===== src/rtl/switch_pkg.sv =====
// Shared switch definitions: stream tags, merge FSM encoding and default data width.
// Also used by the class/demux side of the device.
package switch_pkg;

  localparam int unsigned DATA_W = 8;
  localparam int unsigned TAG_W  = 2;

  // Source tag carried in the top bits of every merged word.
  localparam logic [TAG_W-1:0] TAG_IDLE = 2'b00;
  localparam logic [TAG_W-1:0] TAG_F0   = 2'b01;
  localparam logic [TAG_W-1:0] TAG_F1   = 2'b10;

  typedef enum logic [1:0] {
    ST_IDLE   = 2'd0,
    ST_GRANT0 = 2'd1,
    ST_GRANT1 = 2'd2
  } merge_state_t;

endpackage


===== src/rtl/rr_merge2.sv =====
// Round-robin merge of two FIFO read streams into one tagged stream.
// Ports:
//   clk, reset            clock, async active-low reset
//   fifoN_data            FIFO N read data, valid the cycle after popN
//   fifoN_empty/_error    FIFO N status flags
//   pause                 downstream backpressure, blocks new pops
//   pop0, pop1            combinational read strobes to the FIFOs
//   out, valid_out        registered {tag, data} word and its qualifier
//   Error                 sticky FIFO error flag
module rr_merge2 #(
  parameter int unsigned BURST  = 2,
  parameter int unsigned DATA_W = switch_pkg::DATA_W
) (
  input  logic              clk,
  input  logic              reset,
  input  logic [DATA_W-1:0] fifo0_data,
  input  logic [DATA_W-1:0] fifo1_data,
  input  logic              fifo0_empty,
  input  logic              fifo1_empty,
  input  logic              fifo0_error,
  input  logic              fifo1_error,
  input  logic              pause,
  output logic              pop0,
  output logic              pop1,
  output logic [DATA_W+1:0] out,
  output logic              valid_out,
  output logic              Error
);

  import switch_pkg::*;

  localparam int unsigned CNT_W      = 3;
  localparam logic [CNT_W-1:0] BURST_LAST = CNT_W'(BURST - 1);

  merge_state_t     state_q, state_d;
  logic             last_q, last_d;
  logic [CNT_W-1:0] bcnt_q, bcnt_d;
  logic             rd_pending_q;
  logic             rd_src_q;

  // Granted / other FIFO as seen from the current grant state.
  logic gnt1, own_empty, oth_empty;
  assign gnt1      = (state_q == ST_GRANT1);
  assign own_empty = gnt1 ? fifo1_empty : fifo0_empty;
  assign oth_empty = gnt1 ? fifo0_empty : fifo1_empty;

  // Next-state, pop strobes and burst counter.
  always_comb begin
    state_d = state_q;
    last_d  = last_q;
    bcnt_d  = bcnt_q;
    pop0    = 1'b0;
    pop1    = 1'b0;
    unique case (state_q)
      ST_IDLE: begin
        bcnt_d = '0;
        // On a tie, serve the FIFO that was not served last.
        if (!fifo0_empty && (fifo1_empty || last_q)) begin
          state_d = ST_GRANT0;
        end else if (!fifo1_empty) begin
          state_d = ST_GRANT1;
        end
      end
      ST_GRANT0, ST_GRANT1: begin
        if (!pause) begin
          if (!own_empty) begin
            pop0   = !gnt1;
            pop1   = gnt1;
            last_d = gnt1;
            if (bcnt_q == BURST_LAST && !oth_empty) begin
              state_d = gnt1 ? ST_GRANT0 : ST_GRANT1;
              bcnt_d  = '0;
            end else if (bcnt_q != BURST_LAST) begin
              // Saturate so a later non-empty other FIFO switches on the next pop.
              bcnt_d = bcnt_q + CNT_W'(1);
            end
          end else begin
            bcnt_d  = '0;
            state_d = oth_empty ? ST_IDLE : (gnt1 ? ST_GRANT0 : ST_GRANT1);
          end
        end
      end
      default: begin
        state_d = ST_IDLE;
        bcnt_d  = '0;
      end
    endcase
  end

  // Arbiter state; last starts at 1 so FIFO0 wins the first tie.
  always_ff @(posedge clk or negedge reset) begin
    if (!reset) begin
      state_q <= ST_IDLE;
      last_q  <= 1'b1;
      bcnt_q  <= '0;
    end else begin
      state_q <= state_d;
      last_q  <= last_d;
      bcnt_q  <= bcnt_d;
    end
  end

  // Read pipeline: capture FIFO data the cycle after the pop.
  always_ff @(posedge clk or negedge reset) begin
    if (!reset) begin
      rd_pending_q <= 1'b0;
      rd_src_q     <= 1'b0;
      out          <= '0;
      valid_out    <= 1'b0;
    end else begin
      rd_pending_q <= pop0 | pop1;
      rd_src_q     <= pop1;
      if (rd_pending_q) begin
        out       <= rd_src_q ? {TAG_F1, fifo1_data} : {TAG_F0, fifo0_data};
        valid_out <= 1'b1;
      end else begin
        out       <= {TAG_IDLE, DATA_W'(0)};
        valid_out <= 1'b0;
      end
    end
  end

  // Sticky error, cleared only by reset.
  always_ff @(posedge clk or negedge reset) begin
    if (!reset) begin
      Error <= 1'b0;
    end else if (fifo0_error || fifo1_error) begin
      Error <= 1'b1;
    end
  end

endmodule


===== config.mk =====
export PLATFORM = sky130hd
export DESIGN_NAME = rr_merge2
export DESIGN_NICKNAME = d
export VERILOG_FILES = /design/src/rtl/switch_pkg.sv /design/src/rtl/rr_merge2.sv
export SDC_FILE = /design/constraint.sdc
export NUM_CORES = 1
export LEC_CHECK = 0
export CAP_MARGIN = 20
export CORE_MARGIN = 2
export CORE_UTILIZATION = 37
export CTS_CLUSTER_DIAMETER = 80
export DETAILED_ROUTE_END_ITERATION = 8
export PLACE_DENSITY_LB_ADDON = 0.3
export SETUP_SLACK_MARGIN = 0.05
export SLEW_MARGIN = 20
export SYNTH_ARGS = -nofsm -noshare
export SYNTH_HDL_FRONTEND = slang
export SYNTH_SLANG_ARGS = --single-unit

===== constraint.sdc =====
create_clock -name clk -period 3.58 [get_ports clk]
set_input_delay 0.716 -clock clk [delete_from_list [all_inputs] [get_ports clk]]
set_output_delay 0.716 -clock clk [all_outputs]
set_load 0.05 [all_outputs]

==> results_dict.tcl <==
set metrics [dict create \
    status "completed" \
    track_usage_pct 13.6 \
    grt_pass1_vias 767 \
    switching_share_pct 39.1 \
    avgSynthCellArea_sq_um 12.0 \
    start_util_pct 39.6 \
    final_common_cell "clkdlybuf4s50_1" \
    first_pass_iters 4 \
    clkTransAtPathRegs_ns 0.10 \
    finalClockSkew_ns 0.00220 \
    root_buffer "clkbuf_4" \
    fin_crit_ns 3.19 \
    wl_um 1880 \
    worst_setup_path_start_kind "primary input" \
    min_from "Error$_DFFE_PN0P_" \
    min_path_cells 1 \
    layout.nets 152 \
    worst_ep_required_time_ns 2.86 \
    hold_path.class "reg -> reg" \
    routabilityCongestion 0.774 \
    crit_arrival_ns 2.47 \
    postLayoutCoreUtil_pct 57.1 \
    die_area_sq_um 3130 \
    die_h_um 55.9 \
    via_count 743 \
    path_cells "clkdlybuf4s50_1, nand2_1, nand3_4, nor3_1, clkdlybuf4s50_1" \
    relSlewSlack_pct 45.8 \
    total_power_w 0.00100 \
    switching_power_w 0.000392 \
    post_synth_num_cell_types 31 \
    grt_max_degree 21 \
    p_clk_share_pct 17.6 \
    drive_gt1_share_pct 8.20 \
    dp_hpwl_um 1540 \
    max_cap_viol_count 0 \
    postRouteAntennaNets 0 \
    antenna_found_initial 0 \
    holdPathEnd "Error$_DFFE_PN0P_" \
    crit_top_cell "clkdlybuf4s50_1" \
    comb_power_share_pct 49.5 \
    wire_per_inst_um 12.3 \
    cts.sinks 20 \
    fmax_ghz 0.314 \
    syn-num-nets 112 \
    worst_pin_slew_ns 0.811 \
    yosys_warnings 0 \
    power_density_nw_per_um2 695 \
    tns_ns 0 \
    clock_latency_ns 0.29 \
    portBuffers 36 \
    postCtsResizedCells 0 \
    placeableCoreArea_sq_um 2520 \
    drtIter0Drc 3 \
    area_growth_pct 44.4 \
    grt_pass1_wl_um 3340 \
    syn_area_sq_um 998 \
    ys_seq_area_share_pct 50.3 \
    cts_buffers 3 \
    setup_violations 0 \
    diodes 0 \
    overflow 0 \
    slew_violations 0 \
    io_pins 37 \
    crit_type "in -> out" \
    fill_cells 240 \
    crit_family "buffers and inverters" \
    rows 18 \
    final_cell_area_sq_um 1440 \
    dieWidth_um 55.9 \
    critPathSlowestCell "clkdlybuf4s50_1" \
    r2r-end "state_q[1]$_DFFE_PN0P_" \
    reg2reg_setup_slack_ns 1.76 \
    cts_tree "built" \
    r2r-start "state_q[0]$_DFFE_PN0P_" \
    cp_max_fo 7 \
    p_seq_share_pct 32.9 \
    ctsHoldBuffers 0 \
    syn_inst 83 \
    rsz0062_at_grt "false" \
    intPower_w 0.000610 \
    post-route-drc-count 0 \
    final_hold_viol_count 0 \
    cts_setup_buffers 0 \
    slowest_delay_ns 0.82 \
    leakage_nw 0.613 \
    h-tree-depth 1 \
    post_drt_via_cell_ratio 4.89 \
    final_cell_mix "35 x clkdlybuf4s50_1, 19 x dfrtp_1, 10 x mux2i_1" \
    synth.ff_latch_count 20 \
    crit_buf_inv 2 \
    cts_buffer_depth 2 \
    fin_crit_sh_pct 89.1 \
    dpl_cell_area_sq_um 1390 \
    r2r_cells 6 \
    ir_drop_v 0.000535 \
    endpoint_kind "output port" \
]
-- metrics by stage --
stage	hold slack [ns]	worst slack, ns	std cells
final	0.484	0.391	152
after global routing	0.536	0.316	152
after CTS	0.490	0.395	152
after detailed placement	0.462	0.400	148
after global placement	0.449	0.413	148
after floorplan	0.420	0.797	83
-- worst register-to-register path, cell delays in order, from the launching register on --
cell      delay [ns]
dfrtp_1         0.41
inv_1           0.11
ha_1            0.29
mux2i_1         0.27
and3b_1         0.21
o211ai_2        0.10
mux2_1          0.33
-- power by group through the flow --
stage / clock [W] / sequential, W / combinational, W
6_report: 0.000176 / 0.000330 / 0.000496
5_1_grt: 0.000199 / 0.000341 / 0.000537
4_1_cts: 0.000181 / 0.000332 / 0.000501
3_5_place_dp: 0 / 0.000337 / 0.000499
3_3_place_gp: 0 / 0.000333 / 0.000489
2_1_floorplan: 0 / 0.000406 / 0.000278
-- layer usage --
metal,vias to the layer above,wire length [um],global-route usage [%]
met5,-,0,0
met4,0,51,8.16
met3,4,119,3.26
met2,22,919,22.1
met1,345,786,16.2
li1,372,-,-
-- sequential cells by signal, summed over array words and instances (netlist names) --
| signal | flops |
|---|---|
| rd_pending_q | 1 |
| last_q | 1 |
| Error | 1 |
| rd_src_q | 1 |
| valid_out | 1 |
| state_q | 2 |
| out | 10 |
| bcnt_q | 3 |
-- cell usage after synthesis --
master | instances | share of area [%]
nand2b_1 | 1 | 0.63
and4b_1 | 1 | 1.0
mux2_1 | 2 | 2.3
nand2b_4 | 1 | 1.4
and2_1 | 1 | 0.63
nor3b_1 | 1 | 0.75
nor2b_1 | 9 | 5.6
nor2_1 | 2 | 0.75
o21ai_0 | 2 | 1.0
nand2_1 | 3 | 1.1
nand3_4 | 1 | 1.8
a21oi_1 | 3 | 1.5
or3_1 | 1 | 0.63
o31a_1 | 1 | 0.88
o22ai_1 | 1 | 0.63
o211ai_2 | 1 | 1.3
dfstp_2 | 1 | 2.6
ha_1 | 6 | 7.5
nand3_1 | 2 | 1.0
nand4b_1 | 1 | 0.88
dfrtp_1 | 19 | 48
buf_2 | 1 | 0.50
nor3_1 | 2 | 1.0
a21boi_0 | 1 | 0.75
a221oi_1 | 1 | 0.88
nor4b_1 | 1 | 0.88
inv_1 | 4 | 1.5
a32o_1 | 1 | 1.0
and3b_1 | 1 | 0.88
mux2i_1 | 10 | 10
mux2_2 | 1 | 1.1
-- cell type report --
cell class	instances	area, sq um	area share, %
Timing Repair Buffer	36	358	24.8
Clock buffer	3	22.5	1.56
Tap cell	30	37.5	2.60
Sequential cell	20	502	34.8
Clock inverter	1	30.0	2.08
Multi-Input combinational cell	58	477	33.1
Inverter	4	15.0	1.04
-- how the worst max path moves through the flow --
stage / start / endpoint / slack [ns] / depth (start not counted)
floorplan: state_q[0]$_DFFE_PN0P_ / pop1 / 0.80 / 5
global placement: fifo0_empty / pop0 / 0.41 / 5
detailed placement: fifo1_empty / pop0 / 0.40 / 5
CTS: fifo0_empty / pop0 / 0.40 / 5
global route: state_q[0]$_DFFE_PN0P_ / pop0 / 0.32 / 6
finish: fifo1_empty / pop0 / 0.39 / 5
-- cell families after synthesis --
kind of cell               after synthesis  share of synthesized area [%]
DFF                                     20                           50.3
AOI/OAI and AO/OA                       11                           7.90
muxes                                   13                           13.4
and+or+nand+nor                         28                           18.9
adders and majority gates                6                           7.52
buffers and inverters                    5                           2.00
Power figures use the tool's default switching activity.
